`config.mk`:
```
export PLATFORM = sky130hd
export DESIGN_NAME = fifo_rd_serializer
export DESIGN_NICKNAME = d
export VERILOG_FILES = /design/src/rtl/fifo_rd_serializer_pkg.sv /design/src/rtl/fifo_rd_slice_mux.sv /design/src/rtl/fifo_rd_serializer.sv
export SDC_FILE = /design/constraint.sdc
export NUM_CORES = 1
export LEC_CHECK = 0
export ABC_AREA = 1
export CORE_AREA = 2 2 231 233
export CTS_CLUSTER_DIAMETER = 40
export CTS_CLUSTER_SIZE = 24
export DETAILED_ROUTE_END_ITERATION = 16
export DIE_AREA = 0 0 233 235
export HOLD_SLACK_MARGIN = 0.15
export PLACE_DENSITY = 0.78
export SLEW_MARGIN = 10
export SYNTH_ARGS = -nofsm -noshare
export SYNTH_HDL_FRONTEND = slang
export SYNTH_HIERARCHICAL = 1
export SYNTH_SLANG_ARGS = --single-unit
```
`constraint.sdc`:
```
create_clock -name read_clk -period 26.3 [get_ports read_clk]
set_input_delay 6.575 -clock read_clk [delete_from_list [all_inputs] [get_ports read_clk]]
set_output_delay 6.575 -clock read_clk [all_outputs]
set_load 0.03 [all_outputs]
```
`src/rtl/fifo_rd_serializer_pkg.sv`:
```
`default_nettype none
// ============================================================================
// Module   : fifo_rd_serializer_pkg
// Purpose  : State encoding and width helper shared by the read serializer.
// Revision : 1.0
// ============================================================================
package fifo_rd_serializer_pkg;

    typedef enum logic [0:0] {
        EMPTY = 1'b0,
        SEND  = 1'b1
    } state_t;

    // Ceiling log2 that never returns 0, so a 1-beat ratio still gets a 1-bit index.
    function automatic int unsigned clog2_min1(input int unsigned value);
        int unsigned r;
        r = 0;
        while ((64'd1 << r) < 64'(value)) begin
            r = r + 1;
        end
        return (r == 0) ? 1 : r;
    endfunction

endpackage
`default_nettype wire

```
`src/rtl/fifo_rd_slice_mux.sv`:
```
`default_nettype none
// ============================================================================
// Module   : fifo_rd_slice_mux
// Purpose  : Selects one OUT_WIDTH slice of a wide word by slice index.
// Revision : 1.0
// ============================================================================
module fifo_rd_slice_mux #(
    parameter int IN_WIDTH  = 512,
    parameter int OUT_WIDTH = 64,
    parameter int SEL_WIDTH = 3
) (
    input  logic [IN_WIDTH-1:0]  i_data,
    input  logic [SEL_WIDTH-1:0] i_sel,
    output logic [OUT_WIDTH-1:0] o_data
);

    localparam int c_RATIO = IN_WIDTH / OUT_WIDTH;

    logic [OUT_WIDTH-1:0] w_slices [c_RATIO];

    generate
        for (genvar gi = 0; gi < c_RATIO; gi++) begin : g_slice
            assign w_slices[gi] = i_data[gi*OUT_WIDTH +: OUT_WIDTH];
        end
    endgenerate

    // Out-of-range indices (non power-of-two ratios) read as zero.
    always_comb begin
        o_data = '0;
        for (int i = 0; i < c_RATIO; i++) begin
            if (i_sel == SEL_WIDTH'(i)) begin
                o_data = w_slices[i];
            end
        end
    end

endmodule
`default_nettype wire

```
`src/rtl/fifo_rd_serializer.sv`:
```
`default_nettype none
// ============================================================================
// Module   : fifo_rd_serializer
// Purpose  : Pops wide words from a show-ahead FIFO and emits them as
//            LSB-first narrow beats on a valid/ready stream.
// Revision : 1.0
// ============================================================================
module fifo_rd_serializer
    import fifo_rd_serializer_pkg::*;
#(
    parameter int IN_WIDTH  = 512,
    parameter int OUT_WIDTH = 64,
    parameter int CNT_WIDTH = 16
) (
    input  logic                 read_clk,
    input  logic                 read_rst,
    input  logic [IN_WIDTH-1:0]  fifo_data_out,
    input  logic                 fifo_empty,
    output logic                 fifo_read_en,
    output logic [OUT_WIDTH-1:0] m_data,
    output logic                 m_valid,
    input  logic                 m_ready,
    output logic                 m_last,
    input  logic                 flush,
    output logic                 busy,
    output logic [CNT_WIDTH-1:0] word_cnt
);

    localparam int RATIO    = IN_WIDTH / OUT_WIDTH;
    localparam int c_BEAT_W = clog2_min1(RATIO);
    localparam logic [c_BEAT_W-1:0] c_LAST_BEAT = c_BEAT_W'(RATIO - 1);

    generate
        if ((OUT_WIDTH < 1) || (IN_WIDTH < OUT_WIDTH) || (IN_WIDTH % OUT_WIDTH != 0)) begin : g_width_err
            $error("fifo_rd_serializer: IN_WIDTH must be a non-zero multiple of OUT_WIDTH");
        end
    endgenerate

    state_t                r_state;
    state_t                w_state_nxt;
    logic [c_BEAT_W-1:0]   r_beat;
    logic [c_BEAT_W-1:0]   w_beat_nxt;
    logic [IN_WIDTH-1:0]   r_hold;
    logic [CNT_WIDTH-1:0]  r_word_cnt;
    logic                  w_accept;
    logic                  w_load;

    assign m_valid  = (r_state == SEND);
    assign busy     = m_valid;
    assign m_last   = m_valid && (r_beat == c_LAST_BEAT);
    assign w_accept = m_valid && m_ready;
    assign word_cnt = r_word_cnt;

    // A new word is taken when idle, or in the same cycle the final beat leaves.
    assign w_load       = !fifo_empty && !flush && ((r_state == EMPTY) || (w_accept && m_last));
    assign fifo_read_en = w_load && !read_rst;

    fifo_rd_slice_mux #(
        .IN_WIDTH  (IN_WIDTH),
        .OUT_WIDTH (OUT_WIDTH),
        .SEL_WIDTH (c_BEAT_W)
    ) u_slice_mux (
        .i_data (r_hold),
        .i_sel  (r_beat),
        .o_data (m_data)
    );

    always_comb begin
        w_state_nxt = r_state;
        w_beat_nxt  = r_beat;
        if (flush) begin
            w_state_nxt = EMPTY;
            w_beat_nxt  = '0;
        end else if (w_load) begin
            w_state_nxt = SEND;
            w_beat_nxt  = '0;
        end else if (w_accept && m_last) begin
            w_state_nxt = EMPTY;
        end else if (w_accept) begin
            w_beat_nxt  = r_beat + c_BEAT_W'(1);
        end
    end

    always_ff @(posedge read_clk or posedge read_rst) begin
        if (read_rst) begin
            r_state    <= EMPTY;
            r_beat     <= '0;
            r_hold     <= '0;
            r_word_cnt <= '0;
        end else begin
            r_state <= w_state_nxt;
            r_beat  <= w_beat_nxt;
            if (w_load) begin
                r_hold     <= fifo_data_out;
                r_word_cnt <= r_word_cnt + CNT_WIDTH'(1);
            end
        end
    end

endmodule
`default_nettype wire

```
* Yosys cells after proc, flatten, opt, wreduce, memory -nomap -nowiden
Index checks and enable logic that the tools add are counted.
** Storage, ports and cells
- Bits in registers :: 532
- Output and inout port bits :: 84
** Operators by class
- Add/subtract/negate cells :: 2
- Equal/unequal tests :: 8
- Muxes and demuxes :: 15
- Bitwise gates (word level) :: 1
- Reduce and logical (&&, ||, !) cells :: 14
** Operators with widths (number)
- two-way mux 64 bit :: 8
- adder 16 x 1 -> 16 bit (second input constant) :: 1
- == test 3 bit (second input constant) :: 4
- two-way mux 3 bit :: 4
- == test 3 x 2 -> 1 bit (second input constant) :: 2
- logical AND 1 bit :: 6
- nonzero test 3 bit :: 2
- adder 3 x 1 -> 3 bit (second input constant) :: 1
- == test 3 x 1 -> 1 bit (second input constant) :: 1
- logical NOT 1 bit :: 3
- logical NOT 3 bit :: 1
- two-way mux 1 bit :: 3
- != test 3 bit (second input constant) :: 1
- AND reduction 2 bit :: 1
- logical OR 1 bit :: 1
- inverter 1 bit :: 1

* Depth between registers and ports, before layout
- Depth after elaboration :: 9
- Depth in mapped cells :: 11
- Mapped depth without buffers :: 9

* Modules after synthesis
The synthesis kept the hierarchy.
** By module, submodules not included
- fifo_rd_serializer :: times used 1, cells an instance 2290, area each 20178.1 sq um, sequential area each 13312.8 sq um
- fifo_rd_slice_mux :: times used 1, cells an instance 877, area each 4222.8 sq um, sequential area each 0.0 sq um

* Worst setup path before layout
No wires, ideal clock.
- Path type :: input to output
- Start point :: in fifo_empty
- End point :: out fifo_read_en
- Arrival time :: 7.422 ns
- Required time :: 19.725 ns
- Slack :: 12.303 ns
- Stages :: 4
- Path buffers :: 1
- Cells stage by stage :: nor2_1 -> nand2_2 -> clkbuf_1 -> nor2_1
** On the way
- Cells in the longest elaborated chain, start to end :: 4
** Ends and longest elaborated chain
- from (decl) :: RTL line fifo_rd_serializer.sv:18 : input logic fifo_empty,
- logical NOT 1 bit :: RTL line fifo_rd_serializer.sv:55 : assign w_load = !fifo_empty && !flush && ((r_state == EMPTY) || (w_accept && m_last));
- logical AND 1 bit (2 in series) :: RTL line fifo_rd_serializer.sv:55
- logical AND 1 bit :: RTL line fifo_rd_serializer.sv:56 : assign fifo_read_en = w_load && !read_rst;
- to (decl) :: RTL line fifo_rd_serializer.sv:19 : output logic fifo_read_en,
Every way passes these cells.

* Worst setup path after layout
- Start point :: in flush
- End point :: out fifo_read_en
** On the way
- Cells in the longest elaborated chain, start to end :: 4
** Ends and longest elaborated chain
- from (decl) :: RTL line fifo_rd_serializer.sv:24 : input logic flush,
- logical NOT 1 bit :: RTL line fifo_rd_serializer.sv:55
- logical AND 1 bit (2 in series) :: RTL line fifo_rd_serializer.sv:55
- logical AND 1 bit :: RTL line fifo_rd_serializer.sv:56
Every way passes these cells.

==> impl_metrics.ini <==
[setup_path]
path_delay_family = buffers and inverters
crit_required_ns = 19.72
crit_fanout = 134
cp.depth = 5
critPathKind = in2out
arrival_ns = 8.94
cp-end-kind = output port
path_cells = clkdlybuf4s50_1, nor2_1, nand2_8, nor2_1, clkdlybuf4s50_1
cp_slowest_cell = clkdlybuf4s50_1
slowest_delay_ns = 0.71
r2r_cells = 12
path_buf_inv = 2
cp-start-kind = input pin

[grt]
grt_pass1_vias = 22885
antenna_found_initial = 32
grt_remaining_overflow = 0
grt_max_degree = 230
grt_pass1_wl_um = 127000
gr-usage-all-layers_pct = 29.7

[detailed_routing]
postRouteAntennaNets = 0
wl_um = 82900
viasPerCell = 5.31
vias = 23561
drc = 0
drt_iter0_markers = 2599
dr.pass1.iters = 6
wl_per_cell_um = 18.7

[placed_design]
hpwl_um = 52300
pre_cts_ws_ns = 10.74
port_buffers = 600
gp_congestion = 0.862

[yosys]
synth_top_area_share_pct = 54.6
ys_top_cells_by_area = dfrtp_1, nand2_1, nand4_1
post-synth-top-area-cell = dfrtp_1
yosysMostFrequentCell = nand2_1
syn_area_mm2 = 0.0244
synthFlopType = dfrtp_1
synth-simple-area-share_pct = 39.5
synth-seq-cells = 532
ys_seq_area_share_pct = 54.6
synth_top_family_by_area = simple AND/OR/NAND/NOR gates
yosysWarnings = 6
synth_compound_area_share_pct = 0.0820
netlist-cell-type-count = 21
avgSynthCellArea_um2 = 7.70
synth_mux_area_share_pct = 0
syn_nets = 3687
synth_fa_ha_area_share_pct = 0.154
yosys-top-cells-count = nand2_1, dfrtp_1, nand4_1
synth_enable_flop_cells = 0
synth_xor_area_share_pct = 0.359
synthCells = 3167
synthArstFlopShare_pct = 100

[floorplanning]
ios = 601
die_y_um = 235
start_util_pct = 46.7
dieArea_mm2 = 0.0548
fp-row-count = 84
die_x_um = 233
core-area_mm2 = 0.0522

[clocking]
postCtsHoldBufs = 0
ctsLongestPathBuffers = 3
numCtsBuffers = 82
htreeDepth = 3
clk_latency_ns = 0.62
cts.repair.resized = 0
cts_setup_buffers = 0
cts_tree = yes
clk_pin_slew_ns = 0.05
cts-root-buf = clkbuf_16
cts.sinks = 532

[final_layout]
layout.nets = 4180
drive_above_1_share_pct = 4.99
syn2layout_area_growth_pct = 37.1
n_fill_cell = 4304

[timing]
slew_headroom_pct = 24.6
worstMarginPinSlew_ns = 1.13
tns_ns = 0
setup_violations = 0
rsz0062_at_grt = false
hold_viol_final = 0
period_minus_slack_ns = 15.52
clock_skew_ns = 0.0328
fin_crit_sh_pct = 59.0
finalMaxSlewViolations = 0
max_freq_mhz = 64.4
setup_slack_ns = 10.78

[worst_hold_path]
hold_path_depth = 2
hp-class = reg2reg

[power]
power.density_mw_per_mm2 = 76.5
ir_drop_mv = 0.0551
p_leak_nw = 16.3

[outcome]
outcome = finished, final reports clean

[flow_run]
cap_violations = 0
## cell usage in the layout, fill, tap and decap left out
cell and n:
nand2_1 1767, clkdlybuf4s50_1 600, dfrtp_1 530, nand4_1 322, nor2_1 143, clkbuf_16 83, inv_1 79, nand3_1 75
diode_2 24, buf_4 24, inv_6 14, clkinvlp_4 12, clkinv_4 11, clkbuf_8 9, clkinv_2 9, bufinv_16 7
inv_8 5, xor2_1 5, xnor2_1 5, clkbuf_1 4, nor3_1 3, o21ai_0 3, ha_1 3, nor3_4 3
clkinv_8 2, buf_12 2, dfrtp_4 2, nand2_8 1, nand3b_1 1, a21oi_1 1, nor2_4 1, nand2_4 1
## routing by layer
metal	vias up	global-route usage (%)	wire, um
met5	-	0	107
met2	1113	47.5	39300
met4	16	12.8	2850
li1	11110	-	-
met1	11135	38.7	33400
met3	187	6.98	7260
## final timing paths
kind	end	from	slack (ns)
max in group asynchronous	r_hold[167]$_DFFE_PP0P_	read_rst	15.81
hold reg to reg	r_hold[334]$_DFFE_PP0P_	r_hold[334]$_DFFE_PP0P_	0.48
hold / removal	r_hold[334]$_DFFE_PP0P_	r_hold[334]$_DFFE_PP0P_	0.48
setup / recovery	fifo_read_en	flush	10.78
setup reg to reg	r_beat[1]$_DFFE_PP0P_	r_beat[0]$_DFFE_PP0P_	20.70
min in group asynchronous	r_hold[390]$_DFFE_PP0P_	read_rst	6.56
## metrics by stage
| step | utilization [%] | instance area, um^2 | power [W] | std cells | hold slack [ns] |
|---|---|---|---|---|---|
| after floorplan | - | 24400 | 0.00126 | 3167 | 0.449 |
| after global placement | 58.5 | 30600 | 0.00145 | 4264 | 0.461 |
| after detailed placement | 58.5 | 30600 | 0.00146 | 4264 | 0.465 |
| after CTS | 63.9 | 33400 | 0.00257 | 4415 | 0.478 |
| after global routing | 64.0 | 33400 | 0.00267 | 4436 | 0.486 |
| final | 64.0 | 33500 | 0.00256 | 4439 | 0.476 |
## power by group
part / internal [W] / switching, W / total (W) / leakage (nW)
Sequential: 0.000951 / 0.0000783 / 0.00103 / 6.63
Clock: 0.000683 / 0.000418 / 0.00110 / 1.36
Combinational: 0.000192 / 0.000237 / 0.000429 / 8.36
Total: 0.00183 / 0.000733 / 0.00256 / 16.3
## worst register-to-register path, delay by kind of cell (launching register included)
kind	cells	cell delay (ns)
DFF	1	0.63
buffers and inverters	5	3.18
and+or+nand+nor	5	1.17
adders and majority gates	2	0.50
## layout make-up
class                           instances  area [um^2]  area share, %
Multi-Input combinational cell       2334         9820           29.4
Tap cell                              688          861           2.57
Inverter                               84          340           1.02
Timing Repair Buffer                  626         6230           18.6
Antenna cell                           24         60.1          0.180
Sequential cell                       532        13300           39.8
Clock inverter                         55          609           1.82
Clock buffer                           96         2220           6.62
## cells by family (layout without fill, tap and decap cells)
| kind of cell | after synthesis | count (layout) |
|---|---|---|
| xor gates and xnor gates | 10 | 10 |
| AOI/OAI and AO/OA | 4 | 4 |
| other | 0 | 24 |
| and+or+nand+nor | 2317 | 2317 |
| buffers and inverters | 301 | 861 |
| DFF | 532 | 532 |
| adders and majority gates | 3 | 3 |
## state kept, by name, summed over array words and instances (netlist names)
| signal | cells |
|---|---|
| busy | 1 |
| r_beat | 3 |
| r_hold | 512 |
| word_cnt | 16 |
No activity file was read; power rests on OpenSTA's default activity.
